--- src/rtl/irq_pkg.sv ---
// Shared types and sizes for the irq_pend8 interrupt pending/arbitration stage.
package irq_pkg;

  localparam int NREQ   = 8;
  localparam int CODE_W = 3;

  // Arbiter FSM: IDLE waits for an eligible request, OFFER holds one code
  // on the handshake until the consumer takes it.
  typedef enum logic {
    IDLE  = 1'b0,
    OFFER = 1'b1
  } state_t;

endpackage : irq_pkg

--- src/rtl/irq_pend8_if.sv ---
// Offer handshake between irq_pend8 (master) and its consumer (slave).
// code is only meaningful while valid is high and is held stable until
// the cycle in which valid & ready are both sampled high.
interface irq_pend8_if;
  import irq_pkg::*;

  logic [CODE_W-1:0] code;
  logic              valid;
  logic              ready;

  modport master (
    output code,
    output valid,
    input  ready
  );

  modport slave (
    input  code,
    input  valid,
    output ready
  );

endinterface : irq_pend8_if

--- src/rtl/irq_pend8_prio_enc8.sv ---
// Eight-input priority encoder: reports the highest set bit index and
// whether any bit is set. Purely combinational.
module prio_enc8
  import irq_pkg::*;
(
  input  logic [NREQ-1:0]   in,
  output logic [CODE_W-1:0] code,
  output logic              any
);

  // Highest-index set bit wins; the ascending scan lets later bits override.
  always_comb begin
    // NOTE: every output of a combinational block gets a default first so no
    // path through the block leaves it unassigned, which would infer a latch.
    code = '0;
    for (int i = 0; i < NREQ; i++) begin
      if (in[i]) begin
        code = CODE_W'(i);
      end
    end
  end

  assign any = |in;

endmodule : prio_enc8

--- src/rtl/irq_pend8.sv ---
// irq_pend8: captures request edges (or levels) into pending bits, masks
// them, and offers the highest-index masked pending request as a 3-bit code
// over a valid/ready handshake, clearing the serviced bit on acceptance.
module irq_pend8
  import irq_pkg::*;
#(
  parameter bit EDGE = 1'b1  // 1: sticky rising-edge capture, 0: pending follows req
) (
  input  logic             clk,
  input  logic             rst_n,
  input  logic [NREQ-1:0]  req,
  input  logic [NREQ-1:0]  mask,
  input  logic             en,
  irq_pend8_if.master      grant,
  output logic             idle,
  output logic [NREQ-1:0]  pending
);

  // ---------------------------------------------------------------------------
  // Registered state
  // ---------------------------------------------------------------------------
  state_t            state_q, state_d;
  logic [CODE_W-1:0] code_q;
  logic [NREQ-1:0]   req_q;
  logic [NREQ-1:0]   pend_q, pend_d;

  // ---------------------------------------------------------------------------
  // Derived signals
  // ---------------------------------------------------------------------------
  logic [NREQ-1:0]   rise;
  logic [NREQ-1:0]   mpend;
  logic [NREQ-1:0]   clr;
  logic [CODE_W-1:0] win_code;
  logic              win_any;
  logic              accept;
  logic              load_code;

  assign rise   = req & ~req_q;
  assign mpend  = pend_q & mask;
  // valid is decoded straight from the state register, so ready never
  // reaches valid or code combinationally.
  assign accept = (state_q == OFFER) && grant.ready;
  assign clr    = accept ? (NREQ'(1) << code_q) : '0;

  prio_enc8 u_prio_enc8 (
    .in   (mpend),
    .code (win_code),
    .any  (win_any)
  );

  // Previous request levels. Reset to all-ones so lines already high when
  // reset releases are not mistaken for fresh edges.
  always_ff @(posedge clk or negedge rst_n) begin
    if (!rst_n) begin
      // NOTE: sequential state uses non-blocking assignments so every register
      // samples the pre-edge values of the others regardless of block order.
      req_q <= '1;
    end else begin
      req_q <= req;
    end
  end

  // Next pending: sticky set-on-rise with set winning over the acceptance
  // clear in edge mode; a plain copy of req in level mode.
  always_comb begin
    pend_d = pend_q;
    if (EDGE) begin
      pend_d = (pend_q & ~clr) | rise;
    end else begin
      pend_d = req;
    end
  end

  // Pending register.
  always_ff @(posedge clk or negedge rst_n) begin
    if (!rst_n) begin
      pend_q <= '0;
    end else begin
      pend_q <= pend_d;
    end
  end

  // FSM state register.
  always_ff @(posedge clk or negedge rst_n) begin
    if (!rst_n) begin
      state_q <= IDLE;
    end else begin
      state_q <= state_d;
    end
  end

  // FSM next state: start an offer only from IDLE, and leave OFFER only on
  // acceptance. An offer is never withdrawn, whatever en or mask do.
  always_comb begin
    state_d   = state_q;
    load_code = 1'b0;
    unique case (state_q)
      IDLE: begin
        if (en && win_any) begin
          state_d   = OFFER;
          load_code = 1'b1;
        end
      end
      OFFER: begin
        if (grant.ready) begin
          state_d = IDLE;
        end
      end
      default: state_d = IDLE;
    endcase
  end

  // Offered code, captured once when the offer starts and frozen until the
  // next offer begins.
  always_ff @(posedge clk or negedge rst_n) begin
    if (!rst_n) begin
      code_q <= '0;
    end else if (load_code) begin
      code_q <= win_code;
    end
  end

  // ---------------------------------------------------------------------------
  // Outputs
  // ---------------------------------------------------------------------------
  assign grant.valid = (state_q == OFFER);
  assign grant.code  = code_q;
  assign pending     = pend_q;
  assign idle        = (state_q == IDLE) && !(|mpend);

  // ---------------------------------------------------------------------------
  // Handshake properties
  // ---------------------------------------------------------------------------
  // A stalled offer keeps valid high and code unchanged into the next cycle.
  a_offer_held: assert property (
    @(posedge clk) disable iff (!rst_n)
    grant.valid && !grant.ready |=> grant.valid && $stable(grant.code)
  );

  // idle and valid are mutually exclusive.
  a_idle_excl: assert property (
    @(posedge clk) disable iff (!rst_n)
    !(idle && grant.valid)
  );

endmodule : irq_pend8
--- src/flat_wrapper.sv ---
// flat-port wrapper written by rule: the top's interface ports become plain ports
module irq_pend8_flat import irq_pkg::*;
#(
  parameter bit EDGE = 1'b1                                                          
)
  (clk, rst_n, req, mask, en, idle, pending, grant_code, grant_valid, grant_ready);
  irq_pend8_if grant_i ();
  input  logic clk;
  input  logic rst_n;
  input  logic [NREQ-1:0] req;
  input  logic [NREQ-1:0] mask;
  input  logic en;
  output logic idle;
  output logic [NREQ-1:0] pending;
  output wire logic [$bits(grant_i.code)-1:0] grant_code;
  output wire logic [$bits(grant_i.valid)-1:0] grant_valid;
  input wire logic [$bits(grant_i.ready)-1:0] grant_ready;
  assign grant_code = grant_i.code;
  assign grant_valid = grant_i.valid;
  assign grant_i.ready = grant_ready;
  irq_pend8 #(.EDGE(EDGE)) u_core (.clk(clk), .rst_n(rst_n), .req(req), .mask(mask), .en(en), .grant(grant_i), .idle(idle), .pending(pending));
endmodule
--- config.mk ---
export PLATFORM = sky130hd
export DESIGN_NAME = irq_pend8_flat
export DESIGN_NICKNAME = d
export VERILOG_FILES = /design/src/rtl/irq_pkg.sv /design/src/rtl/irq_pend8_if.sv /design/src/rtl/irq_pend8_prio_enc8.sv /design/src/rtl/irq_pend8.sv /design/src/flat_wrapper.sv
export SDC_FILE = /design/constraint.sdc
export NUM_CORES = 1
export LEC_CHECK = 0
export CORE_AREA = 2 2 48 50
export DETAILED_ROUTE_END_ITERATION = 16
export DIE_AREA = 0 0 50 52
export GPL_TIMING_DRIVEN = 0
export MAX_ROUTING_LAYER = met4
export PLACE_DENSITY = 0.79
export SLEW_MARGIN = 5
export SYNTH_ARGS = -nofsm -noshare
export SYNTH_HDL_FRONTEND = slang
export SYNTH_SLANG_ARGS = --single-unit
--- constraint.sdc ---
create_clock -name clk -period 1.9 [get_ports clk]
set_input_delay 0.38 -clock clk [delete_from_list [all_inputs] [get_ports clk]]
set_output_delay 0.38 -clock clk [all_outputs]
set_load 0.01 [all_outputs]
==> summary.md, run 1 <==
| Metric | Value |
|---|---|
| Outcome | finished, final reports clean |
| Hold-critical path depth | 1 |
| Site row count | 17 |
| Crit Path Class | in2out |
| Reg-to-Reg End | u_core.grant.code[2]$_DFFE_PN0P_ |
| Synth Flop Type | dfrtp_1 |
| GRT Total Usage | between 15 and 20% |
| RSZ-0062 raised after global routing | false |
| Share of synthesized area occupied by flip-flops and latches | 61.91% |
| Gr ovfl total | 0 |
| Clock Path Buffers | 2 |
| Slew @ Worst Pin | approximately 0.85 ns |
| Cell variety after synth | 17 |
| Dpl cells | 131 |
| CP startpoint | mask[4] |
| Yosys warning total | 0 |
| Boundary Pins | 33 |
| Mean Syn Cell Area | 11.61 um2 |
| Most instantiated cells after synthesis | 16 x o21ai_0, 12 x dfrtp_1, 10 x inv_1 |
| F_max | 545.7 MHz |
| Pins over their slew limit | 0 |
| Final Net Count | 130 |
| Combinational share of power | 30.2% |
| Area after DPL | 0.001180 mm2 |
| XOR/XNOR Fraction of Synth Area | 0% |
| # port buffers | 32 |
| Final Instance Count excl. Fillers | about 140 |
| R2r setup slk | 0.44 ns |
| Final hold vios | 0 |
| Routed Antenna Nets | 0 |
| Setup violators final | 0 |
| Root Buffer | clkbuf_4 |
| Core region area | 0.002106 mm2 |
| Synth Area in Compound Gates | 19.58% |
| Syn Nets | 91 |
| Cells on worst reg2reg path | 4 |
| PwrDens | 940.2 mW/mm2 |
| Clk_skew | 0.003434 ns |
| Layout cells sized above 1 | 21.10% |
| Data required, critical path | 1.52 ns |
| Latest clock arrival within the worst-skew pair | 0.28 ns |
| First-pass GRT wire length | 3.111 mm |
| WL/cell | 13.10 um |
| Number of synthesized flops with an enable pin | 0 |
| Maximum VDD drop | 0.4106 mV |
| Crit path capture type | output port |
| Design Area, Final | 0.001231 mm2 |
| Pre-CTS setup slack | -0.3435 ns |
| Die width | about 50 um |
| Register bit total from synthesis | 20 |
| H-tree levels | 1 |
| Post-Synth Adder-Cell Area | 0% |
| Syn Std Cell Area | 824.5 um2 |
| Inserted Clock Buffers | 3 |
| Synth top area share | 36.42% |
| Pre-Repair DR Iteration Count | 3 |
| Leakage | 0.5122 nW |
| DRT Wirelength | roughly 1.8 mm |
| Die area | ~0.0026 mm2 |
| Die height | 52 um |
| Clk sink count | 20 |
| CTS tree | yes |
| Ys async rst share | between 90% and 100% |
| Worst hold path class | in2reg |
| Routed vias/inst | 4.942 |
| Crit Path Max Fanout | 3 |
| Setup WS post-layout | 0.06733 ns |
| Largest family of logic cells by synthesized area | compound AO/OA/AOI/OAI gates |
| Part of the power in the clock network | 20.2% |
| Reg clk slew, reported paths | between 0.1 and 0.15 ns |
| Final worst-path cycle share | 96.46% |
| Layout fillers | 169 |
| Internal power | 0.8275 mW |
| Reg2reg start | u_core.pending[3]$_DFF_PN0_ |
| Initial antenna violation count | 0 |
| Gp weighted congestion | 0.8303 |
| Sw power | about 0.33 mW |
| Max_cap viols | 0 |
| Top cells by area, synth | dfrtp_1 36%, dfstp_2 25%, o21ai_0 9.7%, mux2_4 5.5%, inv_1 4.6% |
| Mapped Cells | 71 |
| Area grow syn2layout | 49.32% |
| Critical path cell sequence | clkdlybuf4s50_1, a22oi_2, nand4_1, nor2_1, buf_2 |
| Period minus WS final | roughly 1.8 ns |
| Initial Util | 39.16% |
| Synth area leader | dfrtp_1 |
| Sw frac | between 20 and 30% |
| Sequential fraction of design power | 49.6% |
| Delay of the slowest critical-path stage | 0.44 ns |
| Crit start category | input pin |
| Vias | around 680 |
| Largest net degree at the start of global routing | 21 |
| Vias in the first global route | 680 |
| Final core utilization | 58.47% |
| Cell with the most instances after synthesis | o21ai_0 |
| Synth Area in Simple Gates | 8.498% |
| DRC | 0 |
| CP Capture Point | idle |
| CP arrival | 1.45 ns |
| N_diodes | 0 |
| Post-DP HPWL | roughly 1.3 mm |
| Mux cell area share after synthesis | 5.463% |
| CP max-delay cell | clkdlybuf4s50_1 |
| Rel. slew slack | a little over two fifths |
| Initial drt markers | 3 |
==> metal layers <==
layer | track usage, % | vias up | part of all wire (%)
met2 | 27.63 | 27 | 49
met3 | 3.448 | 2 | 7.9
met5 | - | - | 0
met1 | 19.37 | 323 | 42
li1 | - | 325 | -
met4 | 6.944 | 0 | 1.1
==> stage by stage <==
| stage | TNS, ns | power [mW] | hold WS (ns) |
|---|---|---|---|
| 2_1_floorplan | 0 | 0.7151 | 0.08441 |
| 3_3_place_gp | -0.3271 | 0.9093 | 0.4913 |
| 3_5_place_dp | -0.3435 | 0.9167 | 0.5044 |
| 4_1_cts | 0 | 1.164 | 0.5039 |
| 5_1_grt | 0 | 1.233 | 0.4941 |
| 6_report | 0 | 1.158 | 0.5145 |
==> registers in the layout, indices dropped and copies added, names as in the netlist <==
| name | cells |
|---|---|
| u_core.grant.code | 3 |
| u_core.pending | 8 |
| u_core.req_q | 8 |
| u_core.grant.valid | 1 |
==> cell type report <==
class	count	area [um2]	area share, %
flip-flops and latches	20	510.5	41.46
repair buffers	34	330.3	26.83
multi-input cells	41	281.5	22.87
inverters	10	37.54	3.049
clock buffers	4	36.28	2.947
well taps	28	35.03	2.846
==> cell families (layout without fill, tap and decap cells) <==
logic type / count (synthesis) / count (layout)
AO/OA/AOI/OAI: 25 / 25
AND/OR/NAND/NOR: 13 / 13
buffers and inverters: 10 / 48
flip-flops: 20 / 20
multiplexers: 3 / 3
==> worst max-delay path: cells and delay by family <==
family | cells | cell delay [ns]
buf+inv | 2 | 0.57
compound gates | 1 | 0.25
simple gates | 2 | 0.25
==> repair_timing <==
item                       CTS  global route
setup endpoints to repair    1             1
hold buffers                 0             0
pin swaps                    4             4
gates resized for setup      5             0
buffers inserted             1             1
==> power groups by stage <==
stage	clock network (mW)	registers, mW	logic, mW
5_1_grt	0.266	0.586	0.380
3_3_place_gp	0	0.576	0.333
2_1_floorplan	0	0.589	0.126
6_report	0.234	0.574	0.350
3_5_place_dp	0	0.580	0.337
4_1_cts	0.244	0.573	0.347
==> cells in the final DEF, fill, tap and decap left out <==
cell,synthesis,layout
dfrtp_1,12,12
mux2_4,3,3
dfstp_2,8,8
clkbuf_4,0,3
nand3_1,1,1
buf_2,0,1
nand2b_1,2,2
inv_1,10,10
a21o_2,1,1
buf_4,0,2
clkdlybuf4s50_1,0,31
nand3b_1,1,1
nand2_1,6,6
a32oi_1,2,2
o21ai_0,16,16
o31ai_1,2,2
and3b_4,1,1
nor2_1,1,1
a22oi_2,2,3
nand4_1,1,1
a22oi_1,2,1
clkbuf_8,0,1
==> worst min path at each step <==
| stage | from | slack [ns] | to |
|---|---|---|---|
| floorplan | rst_n | 0.08 | u_core.grant.code[0]$_DFFE_PN0P_ |
| global placement | u_core.req_q[5]$_DFF_PN1_ | 0.49 | u_core.pending[5]$_DFF_PN0_ |
| detailed placement | u_core.req_q[0]$_DFF_PN1_ | 0.50 | u_core.pending[0]$_DFF_PN0_ |
| CTS | req[6] | 0.50 | u_core.req_q[6]$_DFF_PN1_ |
| global route | req[6] | 0.49 | u_core.req_q[6]$_DFF_PN1_ |
| finish | req[0] | 0.51 | u_core.req_q[0]$_DFF_PN1_ |
No activity file was read; power rests on OpenSTA's default activity.
==> run 2, diff against run 1 <==
--- a/config.mk
+++ b/config.mk
@@ -5,12 +5,15 @@
 export SDC_FILE = /design/constraint.sdc
 export NUM_CORES = 1
 export LEC_CHECK = 0
-export CORE_AREA = 2 2 48 50
+export CAP_MARGIN = 20
+export CELL_PAD_IN_SITES_DETAIL_PLACEMENT = 0
+export CELL_PAD_IN_SITES_GLOBAL_PLACEMENT = 1
+export CORE_AREA = 2 2 55 57
 export DETAILED_ROUTE_END_ITERATION = 16
-export DIE_AREA = 0 0 50 52
+export DIE_AREA = 0 0 57 59
 export GPL_TIMING_DRIVEN = 0
 export MAX_ROUTING_LAYER = met4
-export PLACE_DENSITY = 0.79
+export PLACE_DENSITY = 0.78
 export SLEW_MARGIN = 5
 export SYNTH_ARGS = -nofsm -noshare
 export SYNTH_HDL_FRONTEND = slang
==> run 2 against run 1 <==
  * Combinational power decreased by 1%
  * Die area up 29%
  * Count of clock-buffer cells in the layout stayed put
  * Sequential power is essentially flat
  * Critical path depth is the same
  * Via count shrank 1.9%
  * Maximum frequency is 1.0% higher
  * Critical path type unchanged
  * Sequential share of layout area rose by 0.47 points
  * Flip-flop and latch count unchanged
==> summary.md, run 2 (synthesis gave the netlist of run 1 again) <==
| Metric | Value |
|---|---|
| Gp weighted congestion | slightly below 0.8 |
| Clk sink count | 20 |
| Initial drt markers | 16 |
| DRT Wirelength | ~1.8 mm |
| First-pass GRT wire length | approximately 3.2 mm |
| Pins over their slew limit | 0 |
| CP arrival | 1.43 ns |
| Sw power | 0.3332 mW |
| Setup violators final | 0 |
| Rel. slew slack | between 40% and 50% |
| Clk_skew | 0.006252 ns |
| Routed Antenna Nets | 0 |
| Leakage | 0.5002 nW |
| Most common cell after layout, fill and taps aside | clkdlybuf4s50_1 |
| F_max | about 550 MHz |
| Hold-fix buffers at CTS | 0 |
| Die area | 0.003363 mm2 |
| Largest net degree at the start of global routing | 21 |
| Maximum VDD drop | between 0.5 and 0.6 mV |
| Data required, critical path | 1.52 ns |
| Latest clock arrival within the worst-skew pair | 0.29 ns |
| Die height | between 50 and 60 um |
| Sequential fraction of design power | 51.2% |
| Layout fillers | 284 |
| Core region area | about 0.0027 mm2 |
| Clock Path Buffers | 2 |
| Die width | 57 um |
| Reg clk slew, reported paths | 0.11 ns |
| Vias in the first global route | roughly 710 |
| N_diodes | 0 |
| GRT Total Usage | 12.33% |
| Max_cap viols | 0 |
| Final worst-path cycle share | 95.46% |
| Crit Path Max Fanout | 2 |
| PwrDens | 921.6 mW/mm2 |
| RSZ-0062 raised after global routing | false |
| H-tree levels | 1 |
| CTS tree | yes |
| WL/cell | 12.72 um |
| Slew @ Worst Pin | 0.8737 ns |
| Initial antenna violation count | 0 |
| Gr ovfl total | 0 |
| Vias | 664 |
| Final hold vios | 0 |
| Site row count | 19 |
| Most frequent cells in the layout | 31 x clkdlybuf4s50_1, 16 x o21ai_0, 12 x dfrtp_1 |
| Sw frac | 29.70% |
| Fin Setup TNS | 0 ns |
| Initial Util | a little under a third |
| Pre-Repair DR Iteration Count | 4 |
| Part of the power in the clock network | 18.0% |
| Boundary Pins | 33 |
| Inserted Clock Buffers | 3 |
| Worst hold path class | in2reg |
| Crit Path Class | in2out |
| Routed vias/inst | 4.777 |
| Post-DP HPWL | 1.409 mm |
| Crit start category | input pin |
| Layout cells sized above 1 | 19.44% |
| Final Net Count | 129 |
| Crit path capture type | output port |
| Internal power | between 0.7 and 0.8 mW |
| Area grow syn2layout | 47.65% |
| Combinational share of power | just over 30% |
| Outcome | finished, final reports clean |
| DRC | 0 |
| # port buffers | 32 |
| Period minus WS final | 1.814 ns |
| Root Buffer | clkbuf_4 |
| Final core utilization | 44.92% |
==> run 2: routing by layer <==
metal | up-vias | part of all wire [%] | GRT usage (%)
li1 | 324 | - | -
met1 | 316 | 45 | 16.04
met2 | 22 | 49 | 20.03
met3 | 2 | 5.4 | 2.402
met4 | 0 | 0.28 | 2.990
met5 | - | 0 | -
==> run 2: area by class of cell <==
class                   instances  area, um2  area share [%]
well taps                      31      38.79           3.186
clock buffers                   4      26.28           2.158
multi-input cells              41      281.5           23.12
inverters                      10      37.54           3.083
flip-flops and latches         20      510.5           41.93
repair buffers                 33      322.8           26.52
==> run 2: timing repair <==
action / CTS / global route
hold endpoints to repair: 0 / 0
gates resized for setup: 5 / 0
endpoints found under the setup margin: 1 / 0
setup buffers: 1 / 0
==> run 2: path summary, 6_finish.rpt <==
check,from,end,slack (ns),cells after the start
hold reg to reg,u_core.req_q[3]$_DFF_PN1_,u_core.pending[3]$_DFF_PN0_,0.53,1
max in group asynchronous,rst_n,u_core.pending[6]$_DFF_PN0_,0.79,1
hold / removal,req[0],u_core.req_q[0]$_DFF_PN1_,0.50,1
setup reg to reg,u_core.pending[4]$_DFF_PN0_,u_core.grant.code[0]$_DFFE_PN0P_,0.44,4
min in group asynchronous,rst_n,u_core.pending[0]$_DFF_PN0_,0.57,1
setup / recovery,mask[7],idle,0.09,5
==> run 2: per-stage QoR <==
| step | cells | setup WS, ns | power [mW] | cell area (um2) | hold slack [ns] |
|---|---|---|---|---|---|
| global route | 139 | 0.003842 | 1.201 | 1217 | 0.4862 |
| CTS | 139 | 0.05409 | 1.135 | 1217 | 0.5008 |
| detailed placement | 134 | -0.3599 | 0.9213 | 1184 | 0.5014 |
| floorplan | 71 | 0.5044 | 0.7151 | 824.5 | 0.08441 |
| finish | 139 | 0.08620 | 1.122 | 1217 | 0.5025 |
| global placement | 134 | -0.3519 | 0.9166 | 1184 | 0.4903 |
==> run 2: worst max-delay path: stages <==
cell and delay (ns):
clkdlybuf4s50_1 0.43, a22oi_2 0.23, nand4_1 0.15, nor2_1 0.12, buf_2 0.13
==> run 2: power by group through the flow <==
stage                     clock, mW  combinational, mW  sequential [mW]
after global placement            0              0.336            0.580
after floorplan                   0              0.126            0.589
after CTS                     0.208              0.350            0.576
after detailed placement          0              0.340            0.582
final                         0.202              0.345            0.575
after global routing          0.236              0.378            0.587
